$ cat src/rtl/int_seq.sv
// Interrupt/reset sequencer: prioritises RESET > NMI > IRQ (plus software BRK) and steps the
// shared 7-cycle push/vector sequence. Every output except o_inject is a registered copy of state.
module int_seq (
  input  logic       i_clk,
  input  logic       i_rst,
  input  logic       NMI,
  input  logic       IRQ,
  input  logic       READY,
  input  logic       SYNC,
  input  logic [7:0] i_din,
  input  logic       i_iflag,
  output logic       o_inject,
  output logic       o_seq,
  output logic [2:0] o_step,
  output logic       o_hold_pc,
  output logic       o_rw_inh,
  output logic       o_bflag,
  output logic       o_set_i,
  output logic [7:0] o_vec_lo,
  output logic       o_nmi_ack
);

  // state | meaning: IDLE no sequence | S1 dummy read | S2 push PCH | S3 push PCL
  //                  S4 push P, vector commit | S5 vector low fetch | S6 vector high fetch
  localparam logic [2:0] S_IDLE = 3'd0;
  localparam logic [2:0] S1     = 3'd1;
  localparam logic [2:0] S2     = 3'd2;
  localparam logic [2:0] S3     = 3'd3;
  localparam logic [2:0] S4     = 3'd4;
  localparam logic [2:0] S5     = 3'd5;
  localparam logic [2:0] S6     = 3'd6;

  localparam logic [1:0] T_RST = 2'd0;
  localparam logic [1:0] T_NMI = 2'd1;
  localparam logic [1:0] T_IRQ = 2'd2;
  localparam logic [1:0] T_BRK = 2'd3;

  localparam logic [7:0] V_NMI = 8'hFA;
  localparam logic [7:0] V_RST = 8'hFC;
  localparam logic [7:0] V_IRQ = 8'hFE;

  logic [2:0] state_q, state_d;
  logic [1:0] type_q, type_d;
  logic [7:0] vec_q, vec_d;
  logic       rst_pend_q, rst_pend_d;
  logic       nmi_pend_q, nmi_pend_d;
  logic       nmi_smp_q;

  logic       seq_q, seq_d;
  logic       hold_q, hold_d;
  logic       rw_q, rw_d;
  logic       bflag_q, bflag_d;
  logic       seti_q, seti_d;
  logic [7:0] veclo_q, veclo_d;
  logic       ack_q, ack_d;

  logic       nmi_fall;
  logic       irq_take;
  logic       any_pend;
  logic       sync_idle;
  logic       hw_go;
  logic       brk_go;
  logic       commit;
  logic       nmi_commit;

  assign nmi_fall  = nmi_smp_q & ~NMI;
  assign irq_take  = ~IRQ & ~i_iflag;
  assign any_pend  = rst_pend_q | nmi_pend_q | irq_take;
  // Gated by i_rst so o_inject also sits at its reset value while reset is held.
  assign sync_idle = SYNC & READY & (state_q == S_IDLE) & ~i_rst;
  assign hw_go     = sync_idle & any_pend;
  assign brk_go    = sync_idle & ~any_pend & (i_din == 8'h00);

  // A pending NMI at the end of S4 takes over IRQ/BRK vectors; RESET is never hijacked.
  assign commit     = READY & (state_q == S4);
  assign nmi_commit = commit & (type_q != T_RST) & ((type_q == T_NMI) | nmi_pend_q);

  assign o_inject = hw_go;

  always_comb begin
    state_d = state_q;
    type_d  = type_q;
    vec_d   = vec_q;
    if (READY) begin
      case (state_q)
        S_IDLE: begin
          if (hw_go) begin
            state_d = S1;
            if (rst_pend_q)      type_d = T_RST;
            else if (nmi_pend_q) type_d = T_NMI;
            else                 type_d = T_IRQ;
          end else if (brk_go) begin
            state_d = S1;
            type_d  = T_BRK;
          end
        end
        S6:      state_d = S_IDLE;
        default: state_d = state_q + 3'd1;
      endcase
    end
    if (commit) begin
      if (type_q == T_RST) vec_d = V_RST;
      else if (nmi_commit) vec_d = V_NMI;
      else                 vec_d = V_IRQ;
    end
  end

  // A fresh edge seen on the commit edge itself wins over the clear and stays pending.
  assign rst_pend_d = rst_pend_q & ~(READY & (state_q == S6));
  assign nmi_pend_d = nmi_fall | (nmi_pend_q & ~nmi_commit);

  always_comb begin
    seq_d   = seq_q;
    hold_d  = hold_q;
    rw_d    = rw_q;
    bflag_d = bflag_q;
    seti_d  = seti_q;
    veclo_d = veclo_q;
    ack_d   = ack_q;
    if (READY) begin
      seq_d   = (state_d != S_IDLE);
      hold_d  = (state_d == S1) & (type_d != T_BRK);
      rw_d    = ((state_d == S2) | (state_d == S3) | (state_d == S4)) & (type_d == T_RST);
      bflag_d = (state_d == S4) & (type_d == T_BRK);
      seti_d  = (state_d == S5);
      ack_d   = nmi_commit;
      if (state_d == S5)      veclo_d = vec_d;
      else if (state_d == S6) veclo_d = vec_d | 8'h01;
      else                    veclo_d = 8'h00;
    end
  end

  always_ff @(posedge i_clk or posedge i_rst) begin
    if (i_rst) begin
      state_q    <= S_IDLE;
      type_q     <= T_RST;
      vec_q      <= 8'h00;
      rst_pend_q <= 1'b1;
      nmi_pend_q <= 1'b0;
      nmi_smp_q  <= 1'b1;
      seq_q      <= 1'b0;
      hold_q     <= 1'b0;
      rw_q       <= 1'b0;
      bflag_q    <= 1'b0;
      seti_q     <= 1'b0;
      veclo_q    <= 8'h00;
      ack_q      <= 1'b0;
    end else begin
      state_q    <= state_d;
      type_q     <= type_d;
      vec_q      <= vec_d;
      rst_pend_q <= rst_pend_d;
      nmi_pend_q <= nmi_pend_d;
      nmi_smp_q  <= NMI;
      seq_q      <= seq_d;
      hold_q     <= hold_d;
      rw_q       <= rw_d;
      bflag_q    <= bflag_d;
      seti_q     <= seti_d;
      veclo_q    <= veclo_d;
      ack_q      <= ack_d;
    end
  end

  assign o_seq     = seq_q;
  assign o_step    = state_q;
  assign o_hold_pc = hold_q;
  assign o_rw_inh  = rw_q;
  assign o_bflag   = bflag_q;
  assign o_set_i   = seti_q;
  assign o_vec_lo  = veclo_q;
  assign o_nmi_ack = ack_q;

endmodule
$ cat config.mk
export PLATFORM = sky130hd
export DESIGN_NAME = int_seq
export DESIGN_NICKNAME = d
export VERILOG_FILES = /design/src/rtl/int_seq.sv
export SDC_FILE = /design/constraint.sdc
export NUM_CORES = 1
export LEC_CHECK = 0
export CORE_UTILIZATION = 50
export CTS_CLUSTER_DIAMETER = 120
export DETAILED_ROUTE_END_ITERATION = 8
export PLACE_DENSITY = 0.9
export RECOVER_POWER = 100
export SKIP_CTS_REPAIR_TIMING = 1
export SYNTH_ARGS = -nofsm -noshare
export SYNTH_HDL_FRONTEND = slang
export SYNTH_SLANG_ARGS = --single-unit
$ cat constraint.sdc
create_clock -name i_clk -period 4.3 [get_ports i_clk]
set_clock_uncertainty 0.05 [all_clocks]
set_input_delay 1.29 -clock i_clk [delete_from_list [all_inputs] [get_ports i_clk]]
set_output_delay 1.29 -clock i_clk [all_outputs]
set_load 0.05 [all_outputs]
After elaboration in Yosys (flattened, before gate mapping)
Cells that the tools add are included.

Bits in registers: 30. Input port bits: 15. Logic and storage cells: 76.

Add/sub/neg operators: 1. Equality and inequality tests: 11. Mux-type cells: 15. Bitwise gates (word level): 30. Reductions and logical operators: 6.

Operators by type and width (count): $mux 8 (3); $and 1x1->1 (17); $eq 3x3->1 const B (5); $mux 3 (5); $mux 2 (6); $logic_not 8->1 (1); $not 1->1 (7); $eq 3x2->1 const B (2); $or 1x1->1 (6); $pmux 3 s2 (1); $logic_not 2->1 (2); $add 3x1->3 const B (1); $eq 3x1->1 const B (1); $logic_not 3->1 (1); $reduce_bool 3->1 (1); $eq 2x1->1 const B (1); $eq 2x2->1 const B (1); $ne 2x2->1 const B (1); $reduce_bool 2->1 (1).

Longest topological paths before layout
Gate-level depths: netlist of run 1.

Depth in word-level cells: 14. Mapped depth: 8. Depth with buffers taken out: 8.

Worst setup path before layout of run 1
OpenSTA, ideal clock, no wires.

Path type: input-to-output. Start: in SYNC. End: out o_inject. Arrival time: 2.544 ns. Setup slack: 0.416 ns. Stages: 3. Path through: nor2b_1 > or3b_4 > nor2_1.

Word-level cells in the longest chain between the ends: 4.

Ends and longest elaborated chain: start: declaration (RTL line 9) `input logic SYNC,`; $and 1x1->1 (3 in a row) (RTL line 70) `assign sync_idle = SYNC & READY & (state_q == S_IDLE) & ~i_rst;`; $and 1x1->1 (RTL line 71) `assign hw_go = sync_idle & any_pend;`; end: declaration (RTL line 12) `output logic o_inject,`.

Every way passes these cells.

Worst setup path in the final report of run 1
Start: in READY. End: out o_inject.

Word-level cells in the longest chain between the ends: 4.

Ends and longest elaborated chain: start: declaration (RTL line 8) `input logic READY,`; $and 1x1->1 (3 in a row) (RTL line 70); $and 1x1->1 (RTL line 71).

Every way passes these cells.

==> flow_summary.json, run 1 <==
{
  "run_status": "complete, but fails checks",
  "violations": "capacitance limit, slew limit",
  "worst_setup_path_end_kind": "output pin",
  "coreArea_sq_um": 2570,
  "p_seq_frac": 0.352,
  "worst_pin_slew_ps": 1500,
  "routed_wl_microns": 2980,
  "grt_use_met2": 0.392,
  "p_leak_nw": 0.836,
  "busiest_layer": "met2",
  "wl_per_cell_microns": 15.5,
  "ys.warnings.count": 0,
  "vias_per_cell": 5.55,
  "h-tree-depth": 2,
  "cap_violations": 1,
  "grt_pass1_wl_microns": 4700,
  "grt_pass1_vias": 1045,
  "synth_nets": 141,
  "antenna_cells": 0,
  "crit_fanout": 5,
  "synth_xor_area_frac": 0,
  "track_usage": 0.230,
  "yosysUniqueCellTypes": 39,
  "critical_path_class": "in2out",
  "synth_compound_area_frac": 0.217,
  "initialDrtViolationCount": 16,
  "async_flop_share": 1.00,
  "antenna_found_initial": 0,
  "drc": 0,
  "pin_count": 33,
  "synth.area.mux_share": 0.00802,
  "worstPathCellList": "dlygate4sd3_1, inv_2, or3b_4, nor2_1, clkbuf_2",
  "yosys.area_share.simple": 0.163,
  "min_period_over_period": 0.970,
  "cts.sinks": 30,
  "grt_use_met3": 0.0738,
  "yosysMostFrequentCell": "dfrtp_1",
  "synth_top_family_by_area": "compound AO/OA/AOI/OAI gates",
  "portBuffers": 32,
  "finalInstanceArea_sq_um": 1780,
  "hpwl_microns": 2130,
  "clk_latency_ps": 330,
  "relSlewSlack": -0.0281,
  "synth_area_leaders": "dfrtp_1, o2bb2ai_1, dfstp_2, inv_1, nor2_1",
  "critPathBufInv": 3,
  "fin_crit_ps": 4170,
  "grt_max_degree": 31,
  "worstPathRequired_ps": 2960,
  "combPwrFrac": 0.492,
  "critPathMaxStageDelay_ps": 560,
  "cts_tree": "yes",
  "synth_edf_count": 0,
  "synth_top_area_share": 0.499,
  "use_met1": 0.280,
  "clkPwrFrac": 0.156,
  "ff2ff_setup_slack_ps": 1410,
  "switchingPower_mw": 0.592,
  "firstDrtPassIters": 4,
  "synth.largest_area_cell": "dfrtp_1",
  "row_count": 18,
  "hold_viol": 0,
  "die_height_microns": 55.0,
  "gr-total-overflow": 0,
  "area_growth_pct": 26.9,
  "fmax_ghz": 0.240,
  "synthesis.instances": 123,
  "seq_area_frac_synth": 0.537,
  "p_int_mw": 0.724,
  "fin_tns_setup_ps": 0,
  "netlist_top_cells_count": "dfrtp_1, inv_1, nor2_1, o2bb2ai_1",
  "die_w_microns": 55.0,
  "setup_viol_count_final": 0,
  "fin_nets": 179,
  "start_util": 0.547,
  "slowest_stage": "dlygate4sd3_1",
  "ys_ff_latch": 30,
  "clockBufferDepth": 2,
  "slew_viol_final": 4,
  "placed_area_sq_um": 1770,
  "drive_gt1_frac": 0.130,
  "gp_congestion": 0.830,
  "cts-root-buf": "clkbuf_4",
  "synth_ff_type": "dfrtp_1",
  "p_per_area_nw_per_um2": 739,
  "path_delay_family": "buffers and inverters",
  "arrival_ps": 2830,
  "holdWs_ps": 399,
  "syn_avg_cell_area_sq_um": 11.4,
  "cts_inserted_buffers": 5,
  "synth_adder_area_share": 0.0267,
  "vias": 1066,
  "ant_nets": 0,
  "die_area_sq_um": 3020,
  "switching_share": 0.450,
  "path_clk_slew_ps": 80,
  "ir_worst_vdd_v": 0.000631,
  "grt_setup_unrepaired": "no",
  "worstSetupStartpointType": "input port",
  "syn_area_sq_um": 1400,
  "hp-class": "reg2reg"
}
==> area by class of cell <==
| cell class | count | area [sq um] |
|---|---|---|
| clock buffers | 8 | 78.8 |
| fillers | 208 | 786 |
| inverters | 15 | 56.3 |
| multi-input cells | 75 | 529 |
| flip-flops and latches | 30 | 753 |
| well taps | 30 | 37.5 |
| repair buffers | 34 | 327 |
==> cells in the final DEF (no fill, tap or decap), types with 3 or more instances in the layout <==
| cell type | count |
|---|---|
| nor2_1 | 13 |
| ha_1 | 3 |
| nand2_1 | 5 |
| a31oi_1 | 3 |
| clkdlybuf4s50_1 | 11 |
| o2bb2ai_1 | 7 |
| dfrtp_1 | 28 |
| dlygate4sd3_1 | 20 |
| o21ai_0 | 5 |
| inv_1 | 14 |
| a21oi_1 | 3 |
| a22o_1 | 4 |
| clkbuf_8 | 3 |
| nor3_1 | 4 |
| clkbuf_4 | 5 |
==> cells by family after synthesis <==
family,after synthesis
compound gates,34
fa+ha+maj,3
buf+inv,18
flops,30
mux,1
simple gates,37
==> flip-flops by register name (all words and copies together), names as in the netlist <==
| register | count |
|---|---|
| nmi_pend_q | 1 |
| nmi_smp_q | 1 |
| o_bflag | 1 |
| o_hold_pc | 1 |
| o_nmi_ack | 1 |
| o_rw_inh | 1 |
| o_seq | 1 |
| o_set_i | 1 |
| o_step | 3 |
| o_vec_lo | 8 |
| rst_pend_q | 1 |
| type_q | 2 |
| vec_q | 8 |
==> worst paths after layout <==
path,startpoint,to,cells after the start
worst max-delay path,READY,o_inject,5
worst min-delay path,vec_q[7]$_DFF_PP0_,vec_q[7]$_DFF_PP0_,2
worst max register to register,nmi_pend_q$_DFF_PP0_,o_vec_lo[3]$_DFFE_PP0P_,5
worst min register to register,vec_q[7]$_DFF_PP0_,vec_q[7]$_DFF_PP0_,2
max in group asynchronous,i_rst,vec_q[3]$_DFF_PP0_,2
min in group asynchronous,i_rst,o_hold_pc$_DFFE_PP0P_,2
==> stage by stage <==
| stage | worst slack, ps | power, mW | std cells | util |
|---|---|---|---|---|
| after detailed placement | 198 | 1.17 | 184 | 0.691 |
| final | 131 | 1.32 | 192 | 0.694 |
| after global routing | 74.5 | 1.40 | 192 | 0.694 |
| after global placement | 222 | 1.14 | 184 | 0.691 |
| after floorplan | 416 | 0.957 | 123 | - |
| after CTS | 182 | 1.38 | 192 | 0.722 |
==> worst reg2reg max path, delay by kind of cell (launching register included) <==
| family | cells | cell delay, ps |
|---|---|---|
| compound gates | 4 | 1950 |
| flops | 1 | 440 |
| simple gates | 1 | 320 |
==> power by group through the flow <==
stage	combinational, mW	clock, mW	sequential, mW
finish	0.648	0.205	0.463
global route	0.699	0.223	0.478
CTS	0.699	0.211	0.470
detailed placement	0.694	0	0.473
global placement	0.673	0	0.468
floorplan	0.303	0	0.654
==> layer usage <==
| metal | up-vias | share of wire | routed length [microns] |
|---|---|---|---|
| met5 | - | 0 | 0 |
| met3 | 2 | 0.060 | 179 |
| li1 | 511 | - | - |
| met2 | 37 | 0.49 | 1460 |
| met4 | 0 | 0.0080 | 24 |
| met1 | 516 | 0.44 | 1320 |
(Power assumes the default switching activity.)
==> run 2, diff against run 1 <==
- CORE_MARGIN: not set -> 8
- CORE_UTILIZATION: 50 -> 45
- GPL_TIMING_DRIVEN: not set -> 0
- PLACE_DENSITY: 0.9 -> 0.83
==> flow_summary.json, run 2 (synthesis results as in run 1) <==
{
  "crit_fanout": 8,
  "grt_pass1_vias": 1137,
  "p_seq_frac": 0.366,
  "antenna_cells": 0,
  "grt_pass1_wl_microns": 5490,
  "clkPwrFrac": 0.122,
  "critPathMaxStageDelay_ps": 510,
  "worstPathCellList": "clkdlybuf4s50_1, inv_2, or3b_4, nor2_1, clkbuf_4",
  "worst_setup_path_end_kind": "output pin",
  "routed_wl_microns": 3200,
  "portBuffers": 32,
  "ir_worst_vdd_v": 0.000346,
  "row_count": 20,
  "grt_setup_unrepaired": "no",
  "initialDrtViolationCount": 46,
  "combPwrFrac": 0.512,
  "relSlewSlack": -0.0848,
  "cts.sinks": 30,
  "arrival_ps": 2860,
  "worstSetupStartpointType": "input port",
  "cts_tree": "yes",
  "p_leak_nw": 0.821,
  "fin_nets": 180,
  "pre_cts_slack_ps": -453,
  "hpwl_microns": 2400,
  "ant_nets": 0,
  "die_height_microns": 71.9,
  "cp-startpoint": "READY",
  "p_int_mw": 0.678,
  "fmax_ghz": 0.238,
  "switching_share": 0.465,
  "hold_viol": 0,
  "clk_latency_ps": 330,
  "path_clk_slew_ps": 80,
  "switchingPower_mw": 0.589,
  "setup_viol_count_final": 0,
  "fin_ws_ps": 96.9,
  "vias": 1074,
  "layout_common_cells": "dfrtp_1, dlygate4sd3_1, inv_1",
  "path_delay_family": "buffers and inverters",
  "clockBufferDepth": 2,
  "r2r_start": "nmi_pend_q$_DFF_PP0_",
  "fin_cells": 196,
  "coreArea_sq_um": 3000,
  "gp_congestion": 0.828,
  "total_power_mw": 1.27,
  "cts_inserted_buffers": 5,
  "cts-root-buf": "clkbuf_4",
  "worst_pin_slew_ps": 1590,
  "final_common_cell": "dfrtp_1",
  "wl_per_cell_microns": 16.3,
  "firstDrtPassIters": 5,
  "vias_per_cell": 5.48,
  "die_area_sq_um": 5160,
  "pin_count": 33,
  "run_status": "complete, but fails checks",
  "cap_violations": 1,
  "dpl.cell_count": 188,
  "die_w_microns": 71.9,
  "grt_max_degree": 31,
  "drive_gt1_frac": 0.117,
  "fin_crit_ps": 4200,
  "reg2regPathDepth": 5,
  "min_path_cells": 2,
  "slowest_stage": "clkdlybuf4s50_1",
  "critical_path_class": "in2out",
  "slew_viol_final": 4,
  "critPathBufInv": 3,
  "h-tree-depth": 2,
  "area_growth_pct": 25.9,
  "violations": "capacitance limit, slew limit",
  "p_per_area_nw_per_um2": 717,
  "hp-start": "vec_q[5]$_DFF_PP0_",
  "path_depth": 5,
  "hp-class": "reg2reg",
  "gr-total-overflow": 0,
  "drc": 0,
  "worstPathRequired_ps": 2960,
  "min_period_over_period": 0.977,
  "antenna_found_initial": 0,
  "track_usage": 0.137,
  "start_util": 0.467
}
-- run 2: cell count changes in the layout (fill, tap and decap cells not counted) --
cell,before,now
nor4_4,0,1
clkbuf_2,1,0
clkbuf_4,5,6
clkbuf_8,3,0
buf_4,1,0
nor4_2,1,0
buf_2,0,1
clkdlybuf4s50_1,11,12
clkbuf_1,1,5
dlygate4sd3_1,20,19
or2_0,2,1
or2_2,0,1
-- run 2: area by class of cell --
class | count | area (sq um)
flip-flops and latches | 30 | 753
well taps | 33 | 41.3
inverters | 15 | 56.3
plain buffers | 3 | 12.5
clock buffers | 8 | 48.8
fillers | 266 | 1230
repair buffers | 32 | 318
multi-input cells | 75 | 538
-- run 2: routing by layer --
metal | wire [microns] | global-route usage
met3 | 273 | 0.0628
met4 | 63 | 0.0612
met2 | 1400 | 0.206
met1 | 1470 | 0.162
met5 | 0 | 0
-- run 2: worst paths after layout --
check	end	slack (ps)
max	o_inject	100
min	vec_q[5]$_DFF_PP0_	400
max reg2reg	o_vec_lo[4]$_DFFE_PP0P_	1390
min reg2reg	vec_q[5]$_DFF_PP0_	400
max in group asynchronous	o_vec_lo[2]$_DFFE_PP0P_	2010
min in group asynchronous	o_step[1]$_DFF_PP0_	1520
-- run 2: power groups by stage --
| stage | clock network (mW) | registers, mW | logic (mW) |
|---|---|---|---|
| 3_5_place_dp | 0 | 0.477 | 0.695 |
| 6_report | 0.155 | 0.463 | 0.649 |
| 2_1_floorplan | 0 | 0.654 | 0.303 |
| 3_3_place_gp | 0 | 0.468 | 0.674 |
| 5_1_grt | 0.170 | 0.480 | 0.701 |
| 4_1_cts | 0.163 | 0.472 | 0.697 |
-- run 2: per-stage QoR --
step | cell area, sq um | utilization | setup TNS [ps] | hold WS (ps)
floorplan | 1400 | - | 0 | 366
global placement | 1770 | 0.588 | -435 | 376
detailed placement | 1770 | 0.588 | -453 | 383
CTS | 1810 | 0.604 | -458 | 403
global route | 1770 | 0.589 | 0 | 432
finish | 1770 | 0.589 | 0 | 404
-- run 2: worst register-to-register path, cell delays in order (launching register included) --
cell and delay, ps:
dfrtp_1 440, a2111oi_0 1300, a221oi_4 230, a21boi_0 270, o21ai_2 350, o2bb2ai_1 140
==> run 3, diff against run 2 <==
- CORE_MARGIN: 8 -> 2
==> flow_summary.json, run 3 (synthesis results as in run 1) <==
{
  "cap_violations": 0,
  "path_depth": 5,
  "start_util": 0.467,
  "cts_inserted_buffers": 5,
  "crit_fanout": 5,
  "hp-class": "reg2reg",
  "worst_pin_slew_ps": 1090,
  "p_int_mw": 0.688,
  "min_period_over_period": 0.985,
  "path_delay_family": "simple AND/OR/NAND/NOR gates",
  "cts_tree": "yes",
  "die_area_sq_um": 3580,
  "vias_per_cell": 5.58,
  "fin_tns_setup_ps": 0,
  "clk_latency_ps": 340,
  "routed_wl_microns": 3110,
  "track_usage": 0.202,
  "worstPathCellList": "clkdlybuf4s50_1, nor2b_1, or3b_4, nor2_1, clkbuf_2",
  "grt_setup_unrepaired": "no",
  "coreArea_sq_um": 3000,
  "min_path_cells": 2,
  "reg2regPathDepth": 8,
  "antenna_found_initial": 0,
  "layout_common_cells": "dfrtp_1, dlygate4sd3_1, nor2_1, inv_1, clkdlybuf4s50_1",
  "worst_setup_path_end_kind": "output pin",
  "grt_pass1_vias": 1161,
  "p_seq_frac": 0.365,
  "critPathBufInv": 2,
  "fin_crit_ps": 4240,
  "cts-root-buf": "clkbuf_4",
  "slew_viol_final": 0,
  "setup_viol_count_final": 0,
  "drive_gt1_frac": 0.117,
  "vias": 1093,
  "fmax_ghz": 0.236,
  "p_leak_nw": 0.826,
  "h-tree-depth": 2,
  "wl_per_cell_microns": 15.8,
  "critPathMaxStageDelay_ps": 450,
  "initialDrtViolationCount": 19,
  "final_common_cell": "dfrtp_1",
  "fin_nets": 180,
  "gp_congestion": 0.824,
  "ant_nets": 0,
  "grt_max_degree": 31,
  "switching_share": 0.462,
  "die_height_microns": 59.9,
  "clockBufferDepth": 2,
  "switchingPower_mw": 0.591,
  "worstSetupStartpointType": "input port",
  "grt_pass1_wl_microns": 5260,
  "arrival_ps": 2900,
  "clkPwrFrac": 0.139,
  "p_per_area_nw_per_um2": 719,
  "worstPathRequired_ps": 2960,
  "firstDrtPassIters": 4,
  "run_status": "complete, no violations",
  "pin_count": 33,
  "slowest_stage": "clkdlybuf4s50_1",
  "relSlewSlack": 0.273,
  "cts.sinks": 30,
  "combPwrFrac": 0.496,
  "die_w_microns": 59.9,
  "row_count": 20,
  "area_growth_pct": 26.7,
  "hold_viol": 0,
  "portBuffers": 32,
  "drc": 0,
  "critical_path_class": "in2out",
  "gr-total-overflow": 0,
  "antenna_cells": 0,
  "path_clk_slew_ps": 80,
  "utilization": 0.593,
  "ir_worst_vdd_v": 0.000323,
  "hpwl_microns": 2270
}
## run 3: power groups by stage
stage / Sequential, mW / Clock, mW / Combinational [mW]
2_1_floorplan: 0.654 / 0 / 0.303
3_3_place_gp: 0.469 / 0 / 0.669
3_5_place_dp: 0.476 / 0 / 0.691
4_1_cts: 0.471 / 0.183 / 0.695
5_1_grt: 0.483 / 0.199 / 0.686
6_report: 0.467 / 0.178 / 0.634
## run 3: final cells by class
class | count | area, sq um
clock buffer | 7 | 55.1
timing repair buffer | 32 | 315
clock inverter | 1 | 5.00
multi-input combinational | 75 | 542
sequential | 30 | 753
buffer | 3 | 11.3
inverter | 15 | 56.3
fill | 282 | 1220
tap | 33 | 41.3
## run 3: stage by stage
step                setup slack [ps]  instances  power, mW  hold WS, ps  area [sq um]
global placement                -426        188       1.14          376          1770
floorplan                        416        123      0.957          366          1400
finish                          64.3        196       1.28          402          1780
CTS                             -464        196       1.35          409          1830
detailed placement              -461        188       1.17          385          1770
global route                    32.1        196       1.37          432          1780
## run 3: worst reg2reg max path: cells and delay by family (launching register included)
kind | cells | cell delay (ps)
AND/OR/NAND/NOR | 3 | 420
adder cells (fa/ha/maj) | 1 | 300
buffers and inverters | 1 | 120
AO/OA/AOI/OAI | 3 | 1390
flip-flops | 1 | 430
## run 3: per-layer routing
metal	global-route usage	wire, microns
met1	0.251	1310
met2	0.332	1510
met3	0.0714	237
met4	0.0603	43
met5	0	0
## run 3: final timing paths
kind	start	endpoint	slack, ps
setup / recovery	SYNC	o_inject	60
hold / removal	vec_q[6]$_DFF_PP0_	vec_q[6]$_DFF_PP0_	400
setup reg to reg	o_step[0]$_DFF_PP0_	o_vec_lo[6]$_DFFE_PP0P_	1440
hold reg to reg	vec_q[6]$_DFF_PP0_	vec_q[6]$_DFF_PP0_	400
max in group asynchronous	i_rst	vec_q[4]$_DFF_PP0_	2030
min in group asynchronous	i_rst	type_q[0]$_DFF_PP0_	1510
